**src/rtl/iaf_spike_arbiter.sv**
```systemverilog
// Round-robin AER arbiter for an iaf neuron array: latches spikes, pulses membrane resets, serializes events.
// Optional build macro IAF_ARB_DROP_COUNT_EN builds the 8-bit saturating drop counter (tied to zero otherwise).
module iaf_spike_arbiter #(
   parameter int NEURONS = 8,
   parameter int ADDR_W  = 3
) (
   input  logic               clk,
   input  logic               rstb,
   input  logic [NEURONS-1:0] spike_in,
   input  logic               clear,
   output logic [NEURONS-1:0] re_out,
   output logic               aer_valid,
   output logic [ADDR_W-1:0]  aer_addr,
   input  logic               aer_ready,
   output logic               overflow,
   output logic [7:0]         drop_count
);

   localparam logic [ADDR_W-1:0] PTR_INIT = ADDR_W'(NEURONS - 1);

   logic [NEURONS-1:0] pending_q, pending_d;
   logic [ADDR_W-1:0]  ptr_q, ptr_d;
   logic               valid_q, valid_d;
   logic [ADDR_W-1:0]  addr_q, addr_d;
   logic [NEURONS-1:0] re_q, re_d;
   logic               overflow_q, overflow_d;

   logic               slot_free;
   logic               grant;
   logic               hi_found;
   logic [ADDR_W-1:0]  hi_pick, lo_pick, pick;
   logic [NEURONS-1:0] grant_mask;
   logic               any_drop;

   // Two descending scans: lowest index above ptr wins, otherwise lowest index at or below ptr.
   always_comb begin
      hi_found = 1'b0;
      hi_pick  = '0;
      lo_pick  = '0;
      for (int i = NEURONS - 1; i >= 0; i--) begin
         if (pending_q[i] && (i > int'(ptr_q))) begin
            hi_found = 1'b1;
            hi_pick  = ADDR_W'(i);
         end
         if (pending_q[i] && (i <= int'(ptr_q))) begin
            lo_pick = ADDR_W'(i);
         end
      end
      pick = hi_found ? hi_pick : lo_pick;
   end

   always_comb begin
      slot_free = !valid_q || aer_ready;
      grant     = slot_free && (|pending_q);
      for (int j = 0; j < NEURONS; j++) begin
         grant_mask[j] = grant && (pick == ADDR_W'(j));
      end
      any_drop = |(spike_in & pending_q & ~grant_mask);

      pending_d  = (pending_q & ~grant_mask) | spike_in;
      ptr_d      = grant ? pick : ptr_q;
      valid_d    = slot_free ? grant : valid_q;
      addr_d     = grant ? pick : addr_q;
      re_d       = spike_in;
      overflow_d = overflow_q | any_drop;

      if (clear) begin
         pending_d  = '0;
         ptr_d      = PTR_INIT;
         valid_d    = 1'b0;
         re_d       = '1;
         overflow_d = 1'b0;
      end
   end

   always_ff @(posedge clk) begin
      if (!rstb) begin
         pending_q  <= '0;
         ptr_q      <= PTR_INIT;
         valid_q    <= 1'b0;
         addr_q     <= '0;
         re_q       <= '0;
         overflow_q <= 1'b0;
      end else begin
         pending_q  <= pending_d;
         ptr_q      <= ptr_d;
         valid_q    <= valid_d;
         addr_q     <= addr_d;
         re_q       <= re_d;
         overflow_q <= overflow_d;
      end
   end

`ifdef IAF_ARB_DROP_COUNT_EN
   logic [7:0] drop_cnt_q, drop_cnt_d;

   always_comb begin
      drop_cnt_d = drop_cnt_q;
      if (clear) begin
         drop_cnt_d = '0;
      end else if (any_drop && (drop_cnt_q != 8'hFF)) begin
         drop_cnt_d = drop_cnt_q + 8'd1;
      end
   end

   always_ff @(posedge clk) begin
      if (!rstb) begin
         drop_cnt_q <= '0;
      end else begin
         drop_cnt_q <= drop_cnt_d;
      end
   end

   assign drop_count = drop_cnt_q;
`else
   assign drop_count = 8'd0;
`endif

   assign re_out    = re_q;
   assign aer_valid = valid_q;
   assign aer_addr  = addr_q;
   assign overflow  = overflow_q;

endmodule

```
**config.mk**
```make
export PLATFORM = sky130hd
export DESIGN_NAME = iaf_spike_arbiter
export DESIGN_NICKNAME = d
export VERILOG_FILES = /design/src/rtl/iaf_spike_arbiter.sv
export SDC_FILE = /design/constraint.sdc
export NUM_CORES = 1
export LEC_CHECK = 0
export ABC_AREA = 1
export BUFFER_PORTS_ARGS = -buffer_cell sky130_fd_sc_hd__buf_2
export CAP_MARGIN = 10
export CELL_PAD_IN_SITES_DETAIL_PLACEMENT = 0
export CELL_PAD_IN_SITES_GLOBAL_PLACEMENT = 1
export CORE_AREA = 2 2 63 80
export CTS_CLUSTER_DIAMETER = 80
export DETAILED_ROUTE_END_ITERATION = 10
export DIE_AREA = 0 0 65 82
export HOLD_SLACK_MARGIN = 0.08
export PLACE_DENSITY_LB_ADDON = 0.1
export SETUP_SLACK_MARGIN = 0.4
export SLEW_MARGIN = 10
export SYNTH_ARGS = -nofsm -noshare
export SYNTH_HDL_FRONTEND = slang
export SYNTH_SLANG_ARGS = --single-unit
```
**constraint.sdc**
```tcl
create_clock -name clk -period 1.6 [get_ports clk]
set_input_delay 0.24 -clock clk [delete_from_list [all_inputs] [get_ports clk]]
set_output_delay 0.24 -clock clk [all_outputs]
set_load 0.02 [all_outputs]
```
Word level (Yosys, flattened, before mapping)
Cells that the tools add are included.
{"block": "op_classes", "mux": 24, "add_sub_neg": 0, "reduce_logical": 29, "div": 0, "eq_ne": 7, "n_bitwise": 7, "order_cmp": 14, "shifts": 0, "mul": 0}
{"cell": "$mux 3", "count": 16}
{"cell": "$and 8x8->8", "count": 3}
{"cell": "$logic_and 1x1->1", "count": 23}
{"cell": "$reduce_or 8->1", "count": 2}
{"cell": "$eq 3x3->1 const B", "count": 4}
{"cell": "$gt 3x3->1 const A", "count": 4}
{"cell": "$le 3x3->1 const A", "count": 4}
{"cell": "$mux 8", "count": 1}
{"cell": "$not 8->8", "count": 1}
{"cell": "$or 8x8->8", "count": 1}
{"cell": "$mux 1", "count": 7}
{"cell": "$eq 3x2->1 const B", "count": 2}
{"cell": "$gt 2x3->1 const A", "count": 2}
{"cell": "$le 2x3->1 const A", "count": 2}
{"cell": "$eq 3x1->1 const B", "count": 1}
{"cell": "$gt 1x3->1 const A", "count": 1}
{"cell": "$le 1x3->1 const A", "count": 1}
{"cell": "$logic_not 3->1", "count": 1}
{"cell": "$reduce_or 2->1", "count": 1}
{"cell": "$logic_not 1->1", "count": 1}
{"cell": "$logic_or 1x1->1", "count": 1}
{"cell": "$not 1->1", "count": 1}
{"cell": "$or 1x1->1", "count": 1}
{"block": "word_totals", "mem_bits_ro": 0, "latchBits": 0, "n_memories": 0, "reg_bits": 24, "mem_bits_rw": 0, "out_inout_bits": 21}

Longest topological paths before layout
Gate-level depths: netlist of the first run.
{"block": "depth", "ltp_word": 17, "ltp_mapped": 15, "depth_no_buf": 15}

Worst setup path before layout of the first run
No wires, ideal clock.
{"block": "synth_timing", "kind": "register to register", "from": "register ptr_q[2]", "to": "register overflow_q (netlist: overflow)", "period_less_slack_ns": 1.631, "slack_ns": -0.031, "arrival_ns": 1.499, "path_stages_with_launch": 15, "path_cell_list": "dfxtp_1 > nor2_1 > nand2_2 > nand2_1 > nand2_1 > nor2_1 > nand2_1 > nand2_1 > nand2_1 > nor2_4 > nand4_1 > nand2_1 > nand3_1 > nor2_1 > a21oi_1"}
{"block": "synth_between", "elab_chain_len": 17, "word_cells_on_any_way": 71, "cone_classes": "14 x order compare; 7 x eq/ne; 23 x mux; 3 x bitwise; 24 x reduce/logical"}
{"element": "start, declared", "line_no": "22", "text": "logic [ADDR_W-1:0] ptr_q, ptr_d;"}
{"element": "start signal, assigned", "line_no": "86", "text": "ptr_q <= ptr_d;"}
{"element": "$le 3x3->1", "line_no": "45", "text": "if (pending_q[i] && (i <= int'(ptr_q))) begin"}
{"element": "$logic_and 1x1->1", "line_no": "45"}
{"element": "$mux 3 (8 in a row)", "line_no": "45"}
{"element": "$mux 3 (*)", "line_no": "49", "text": "pick = hi_found ? hi_pick : lo_pick;"}
{"element": "$eq 3x1->1 (tied with other cells)", "line_no": "56", "text": "grant_mask[j] = grant && (pick == ADDR_W'(j));"}
{"element": "$logic_and 1x1->1", "line_no": "56"}
{"element": "$not 8->8 (*)", "line_no": "58", "text": "any_drop = |(spike_in & pending_q & ~grant_mask);"}
{"element": "$and 8x8->8 (*)", "line_no": "58"}
{"element": "$reduce_or 8->1 (*)", "line_no": "58"}
{"element": "$or 1x1->1 (*)", "line_no": "65", "text": "overflow_d = overflow_q | any_drop;"}
{"element": "end signal, assigned", "line_no": "90", "text": "overflow_q <= overflow_d;"}
{"element": "end, declared", "line_no": "26", "text": "logic overflow_q, overflow_d;"}
Mark *: on every way between the ends. The rest lies on a longest branch, timed or not.
A chain may end at the register's enable or synchronous reset.

Worst setup path in the final report of the first run
{"block": "layout_timing", "from": "register ptr_q[2]", "to": "register pending_q[2]"}
{"block": "layout_between", "elab_chain_len": 16, "word_cells_on_any_way": 56, "cone_classes": "14 x order compare; 1 x eq/ne; 23 x mux; 3 x bitwise; 15 x reduce/logical"}
{"element": "$le 3x3->1", "line_no": "45"}
{"element": "$logic_and 1x1->1", "line_no": "45"}
{"element": "$mux 3 (8 in a row)", "line_no": "45"}
{"element": "$mux 3 (*)", "line_no": "49"}
{"element": "$eq 3x2->1 (*)", "line_no": "56"}
{"element": "$logic_and 1x1->1 (*)", "line_no": "56"}
{"element": "$not 8->8 (*)", "line_no": "60", "text": "pending_d = (pending_q & ~grant_mask) | spike_in;"}
{"element": "$and 8x8->8 (*)", "line_no": "60"}
{"element": "$or 8x8->8 (*)", "line_no": "60"}
{"element": "end signal, assigned", "line_no": "85", "text": "pending_q <= pending_d;"}
{"element": "end, declared", "line_no": "21", "text": "logic [NEURONS-1:0] pending_q, pending_d;"}
Marked as above.

==> out/results.ini, run 1 <==
[run_status]
status = complete, but fails checks
violations = setup timing

[placed_design]
dp_hpwl_mm = 3.04
post_dp_cell_area_mm2 = 0.00178
gp_congestion = 0.818
dp.cells = 315
pre_cts_ws_ns = -0.337
place.port_buffers = 24

[drt]
viasPerCell = 4.38
initialDrtViolationCount = 42
vias = 1457
drt-wirelength-per-cell_um = 11.9
firstDrtPassIters = 4
ant_nets = 0
drc = 0
wirelength_mm = 3.96

[power]
swShare = 0.354
intPower_mw = 1.17
power_mw = 1.81
p_leak_nw = 1.11
peakVddDrop_uv = 471
seqPwrFrac = 0.380
clockPowerShare = 0.206
p_switching_mw = 0.640
power_density_mw_per_mm2 = 831
power_frac_comb = 0.414

[critical_path]
required_ns = 1.75
cp-start-kind = flop
cp_slowest_stage_delay_ns = 0.46
critical_path.most_common_cell = nor2_4
cp_top_family = simple AND/OR/NAND/NOR gates
cpMaxStageDelayCell = dfxtp_4
crit_path_end_kind = flop
crit_buf_inv = 3
worstPathArrival_ns = 2.08
reg2reg_from = ptr_q[2]
critPathLaunch = ptr_q[2]
path_cells = nand3_4 > nor2_4 > nor2_4 > nor2_4 > nor2_4 > buf_12 > o21ai_4 > nand4_1 > buf_4 > buf_6 > nand2_2 > a21oi_2
critPathMaxFanout = 7
critical_path_class = flop to flop

[logic_synthesis]
synthCells = 202
ys_ff_latch = 24
ys_top_cells_by_count = nand2_1 (58), inv_1 (30), dfxtp_1 (24), a21oi_1 (23), nor2_1 (16)
ys_types = 21
yosysWarnings = 0
ys_seq_area_frac = 0.361
syn_area_mm2 = 0.00133
synth_edf_count = 0
async_reset_ff_frac = 0
yosys-top-cells-area = dfxtp_1 (36%), nand2_1 (16%), a21oi_1 (8.6%)
synth_flop_cell = dfxtp_1
yosysTopAreaCellShare = 0.361
syn_area_per_cell_um2 = 6.59
synth.largest_area_cell = dfxtp_1
synth.most_common_cell = nand2_1

[final_layout]
drive_above_1_share = 0.527
area_growth_pct = 63.4
finalInstanceArea_mm2 = 0.00218
n_antenna_cell = 0
final_util = 0.474
stdcell_count = 333
fin_nets = 286

[sta]
setup_ws_ns = -0.334
slew_viol_final = 0
period_needed_ns = 1.93
setup_violations = 14
hold_violations = 0
fmax_ghz = 0.517
finalSetupTns_ns = -2.44
fin_crit_sh = 1.21
rsz0062_at_grt = yes
hold-worst-slack_ns = 0.215
worst_clock_skew_ns = 0.00572

[grt]
grt_pass1_vias = 1405
grt_max_degree = 14
grt_util_all_layers = 0.154
antenna_found_initial = 0
overflow = 0
grt_pass1_wl_mm = 6.27

[die]
core_mm2 = 0.00459
rows = 28
dieArea_mm2 = 0.00533
initial_core_util = 0.290
die-height_um = 82
io-pin-count = 33
die_width_um = 65

[cts]
cts_buffers = 3
path_clk_slew_ns = 0.09
clock_sinks = 24
cts_tree = yes
cts_root_buf = clkbuf_8
htreeDepth = 1
cts_buffer_depth = 2
clk_latency_ns = 0.27

[hold_path]
hold_path_class = input pin to flop
min_from = rstb

[run]
drv_cap = 0

power by group through the flow:
stage | Sequential [mW] | Clock [mW] | Combinational (mW)
after floorplan | 0.723 | 0 | 0.296
after CTS | 0.685 | 0.392 | 0.652
after global placement | 0.691 | 0 | 0.540
after global routing | 0.694 | 0.414 | 0.811
final | 0.688 | 0.373 | 0.748
after detailed placement | 0.692 | 0 | 0.543
final timing paths:
check                 endpoint  slack [ns]  depth (start not counted)
setup / recovery  pending_q[2]       -0.33                         12
hold / removal     aer_addr[2]        0.22                          3
setup reg to reg  pending_q[2]       -0.33                         12
hold reg to reg    aer_addr[0]        0.47                          2
cell usage in the layout, fill, tap and decap left out:
cell type  synthesis  routed
nand2_1           58      42
buf_4              8      38
inv_1             30      25
buf_2              0      24
a21oi_1           23      20
nand2_2            4      15
dfxtp_1           24      15
nor2_4             4      11
nand3_2            1       9
conb_1             1       8
buf_6              0       7
nor2_2             2       6
nand3_1           15       6
dfxtp_4            0       6
inv_2              0       5
nor2_1            16       5
nand2_4            1       5
nand4_1            3       3
a21oi_2            2       3
clkbuf_8           0       3
dfxtp_2            0       3
o21ai_4            1       2
a21oi_4            0       2
o211ai_1           2       2
nand2_8            0       1
nand3_4            0       1
o21ai_1            1       1
o21ai_2            0       1
o31ai_2            0       1
o21ai_0            3       1
clkbuf_1           2       1
buf_12             0       1
repair_timing:
action,CTS,global route
endpoints found under the setup margin,16,16
buffers inserted,8,6
pin swaps,14,20
cloned,0,0
gates resized for setup,41,27
hold buffers,0,0
flip-flops by register name, indices dropped and copies added (netlist names):
name       count
pending_q      8
re_out         8
aer_addr       3
ptr_q          3
aer_valid      1
overflow       1
final cells by class:
class	instances	area, um2
inverter	30	113
clock buffer	4	45.0
sequential	24	507
timing repair buffer	70	504
tap	60	75.1
fill	481	2410
multi-input combinational	145	932
metal layers:
layer | vias to the layer above | track usage | part of all wire
met5 | - | 0 | 0
met4 | 0 | 0.0745 | 0.024
met3 | 6 | 0.0137 | 0.012
met2 | 14 | 0.282 | 0.53
met1 | 674 | 0.178 | 0.43
li1 | 763 | - | -
logic make-up (layout without fill, tap and decap cells):
logic type / count (synthesis) / after routing / share of synthesized area
compound gates: 33 / 33 / 0.144
buf+inv: 40 / 104 / 0.135
flops: 24 / 24 / 0.361
other cells: 1 / 8 / 0.00282
simple gates: 104 / 104 / 0.357
tightest hold or removal path, cell delays in order:
cell and delay [ns]:
buf_2 0.10, o21ai_0 0.06, nor2_1 0.05
Note: power is estimated with default switching activity, not from simulation.
==> inputs of run 2 (changes only) <==
- GPL_TIMING_DRIVEN: not set -> 0
- SLEW_MARGIN: 10 -> not set
==> run 2 against run 1 <==
Against the previous run:
- the flow still finishes with violations (setup timing)
- total power down 4.7%
- sequential power barely moved
- cell area fell by 13%
- setup slack improved by 0.11 ns
- worst hold slack gained 0.013 ns
- via count decreased by 8.2%
==> out/results.ini, run 2 (synthesis results as in run 1) <==
[final_layout]
fin_nets = 263  ; was 286
area_growth_pct = 42.9  ; was 63.4%
drive_above_1_share = 0.432  ; was 0.527
n_antenna_cell = 0  ; unchanged
final_common_cell = nand2_1  ; unchanged
fillCellCount = 525  ; was 481
stdcell_count = 310  ; was 333
layout_common_cells = nand2_1 (43), inv_1 (26), buf_2 (24)  ; was nand2_1 (42), buf_4 (38), inv_1 (25)
finalInstanceArea_mm2 = 0.00190  ; was 0.00218 mm2

[cts]
cts_tree = yes  ; unchanged
clock_sinks = 24  ; unchanged
htreeDepth = 1  ; unchanged
cts_buffers = 3  ; unchanged
cts_root_buf = clkbuf_8  ; unchanged
path_clk_slew_ns = 0.09  ; about the same
clk_latency_ns = 0.27  ; about the same
cts_buffer_depth = 2  ; unchanged
cts_hold_buf = 0  ; unchanged

[drt]
wirelength_mm = 3.44  ; was 3.96 mm
initialDrtViolationCount = 31  ; was 42
firstDrtPassIters = 4  ; unchanged
viasPerCell = 4.31  ; was 4.38
drc = 0  ; unchanged
drt-wirelength-per-cell_um = 11.1  ; was 11.9 um
ant_nets = 0  ; unchanged
vias = 1337  ; was 1457

[power]
p_switching_mw = 0.576  ; was 0.640 mW
power_mw = 1.72  ; was 1.81 mW
power_density_mw_per_mm2 = 907  ; was 831 mW/mm2
intPower_mw = 1.15  ; was 1.17 mW
swShare = 0.334  ; was 0.354
power_frac_comb = 0.326  ; was 0.414
clockPowerShare = 0.274  ; was 0.206
p_leak_nw = 0.990  ; was 1.11 nW
seqPwrFrac = 0.400  ; was 0.380
peakVddDrop_uv = 584  ; was 471 uV

[sta]
hold_violations = 0  ; unchanged
worst_clock_skew_ns = 0.00213  ; was 0.00572 ns
fin_crit_sh = 1.14  ; was 1.21
period_needed_ns = 1.83  ; was 1.93 ns
rsz0062_at_grt = yes  ; unchanged
finalSetupTns_ns = -0.714  ; was -2.44 ns
slew_headroom = 0.640
slew_viol_final = 0  ; unchanged
setup_ws_ns = -0.226  ; was -0.334 ns
hold-worst-slack_ns = 0.228  ; was 0.215 ns
worst_pin_slew_ns = 0.540
fmax_ghz = 0.548  ; was 0.517 GHz
setup_violations = 7  ; was 14

[die]
core_mm2 = 0.00459  ; unchanged
dieArea_mm2 = 0.00533  ; unchanged
die_width_um = 65  ; unchanged
initial_core_util = 0.290  ; unchanged
die-height_um = 82  ; unchanged
rows = 28  ; unchanged
io-pin-count = 33  ; unchanged

[placed_design]
dp_hpwl_mm = 2.76  ; was 3.04 mm
dp.cells = 293  ; was 315
place.port_buffers = 24  ; unchanged
post_dp_cell_area_mm2 = 0.00161  ; was 0.00178 mm2
gp_congestion = 0.788  ; was 0.818

[critical_path]
critPathMaxFanout = 6  ; was 7
worstPathArrival_ns = 1.96  ; was 2.08 ns
critical_path_class = flop to flop  ; unchanged
crit_path_end_kind = flop  ; unchanged
required_ns = 1.74  ; was 1.75 ns
cp-start-kind = flop  ; unchanged

[grt]
grt_max_degree = 15  ; was 14
grt_pass1_vias = 1184  ; was 1405
grt_util_all_layers = 0.136  ; was 0.154
overflow = 0  ; unchanged
grt_pass1_wl_mm = 5.40  ; was 6.27 mm
use_met2 = 0.246  ; was 0.282
antenna_found_initial = 0  ; unchanged
use_met1 = 0.163  ; was 0.178
global_route.usage.met3 = 0.0164  ; was 0.0137
grt-busiest-layer = met2  ; unchanged

[run_status]
violations = setup timing  ; unchanged
status = complete, but fails checks  ; unchanged

[hold_path]
hold_path_class = input pin to flop  ; unchanged

[run]
drv_cap = 0  ; unchanged

[run 2: path summary, 6_finish.rpt]
check	start	depth (start not counted)	end	slack, ns
worst min-delay path	rstb	3	aer_addr[2]	0.23
worst min register to register	aer_addr[1]	2	aer_addr[1]	0.47
worst max-delay path	ptr_q[1]	14	overflow	-0.23
worst max register to register	ptr_q[1]	14	overflow	-0.23
[run 2: per-layer routing]
| layer | wire length, um | vias to the layer above |
|---|---|---|
| li1 | - | 719 |
| met1 | 1560 | 606 |
| met2 | 1800 | 10 |
| met3 | 56 | 2 |
| met4 | 29 | 0 |
| met5 | 0 | - |
[run 2: final cells by class]
type / count / area, um2 / share of cell area
flip-flops and latches: 24 / 500 / 0.263
inverters: 30 / 115 / 0.0605
repair buffers: 37 / 241 / 0.127
clock buffers: 4 / 66.3 / 0.0349
plain buffers: 10 / 67.6 / 0.0355
multi-input cells: 145 / 836 / 0.439
well taps: 60 / 75.1 / 0.0395
[run 2: metrics by stage]
step                worst slack (ns)  utilization
finish                        -0.226        0.414
global route                  -0.360        0.414
CTS                           -0.252        0.393
detailed placement            -0.315        0.350
global placement              -0.299        0.350
floorplan                     0.0421            -
[run 2: worst max-delay path: stages, from the launching register on]
cell	delay, ns
dfxtp_4	0.39
nor2_4	0.15
nand2_4	0.08
nand2_2	0.07
nand2_2	0.07
nor2_2	0.11
nand2_2	0.06
nand2_2	0.10
nand2_2	0.07
nor2_4	0.13
nand4_1	0.15
nand2_1	0.10
nand3_1	0.07
nor2_2	0.08
a21oi_1	0.07
[run 2: power by group through the flow]
| stage | clock network [mW] | logic [mW] | registers [mW] |
|---|---|---|---|
| CTS | 0.494 | 0.515 | 0.686 |
| global route | 0.512 | 0.622 | 0.697 |
| global placement | 0 | 0.444 | 0.695 |
| finish | 0.473 | 0.563 | 0.689 |
| detailed placement | 0 | 0.442 | 0.696 |
| floorplan | 0 | 0.296 | 0.723 |
[run 2: repair_timing]
| action | 4_1_cts | 5_1_grt |
|---|---|---|
| setup endpoints to repair | 16 | 15 |
| gates resized for setup | 21 | 20 |
| buffers inserted | 9 | 4 |
| pin swaps | 20 | 17 |
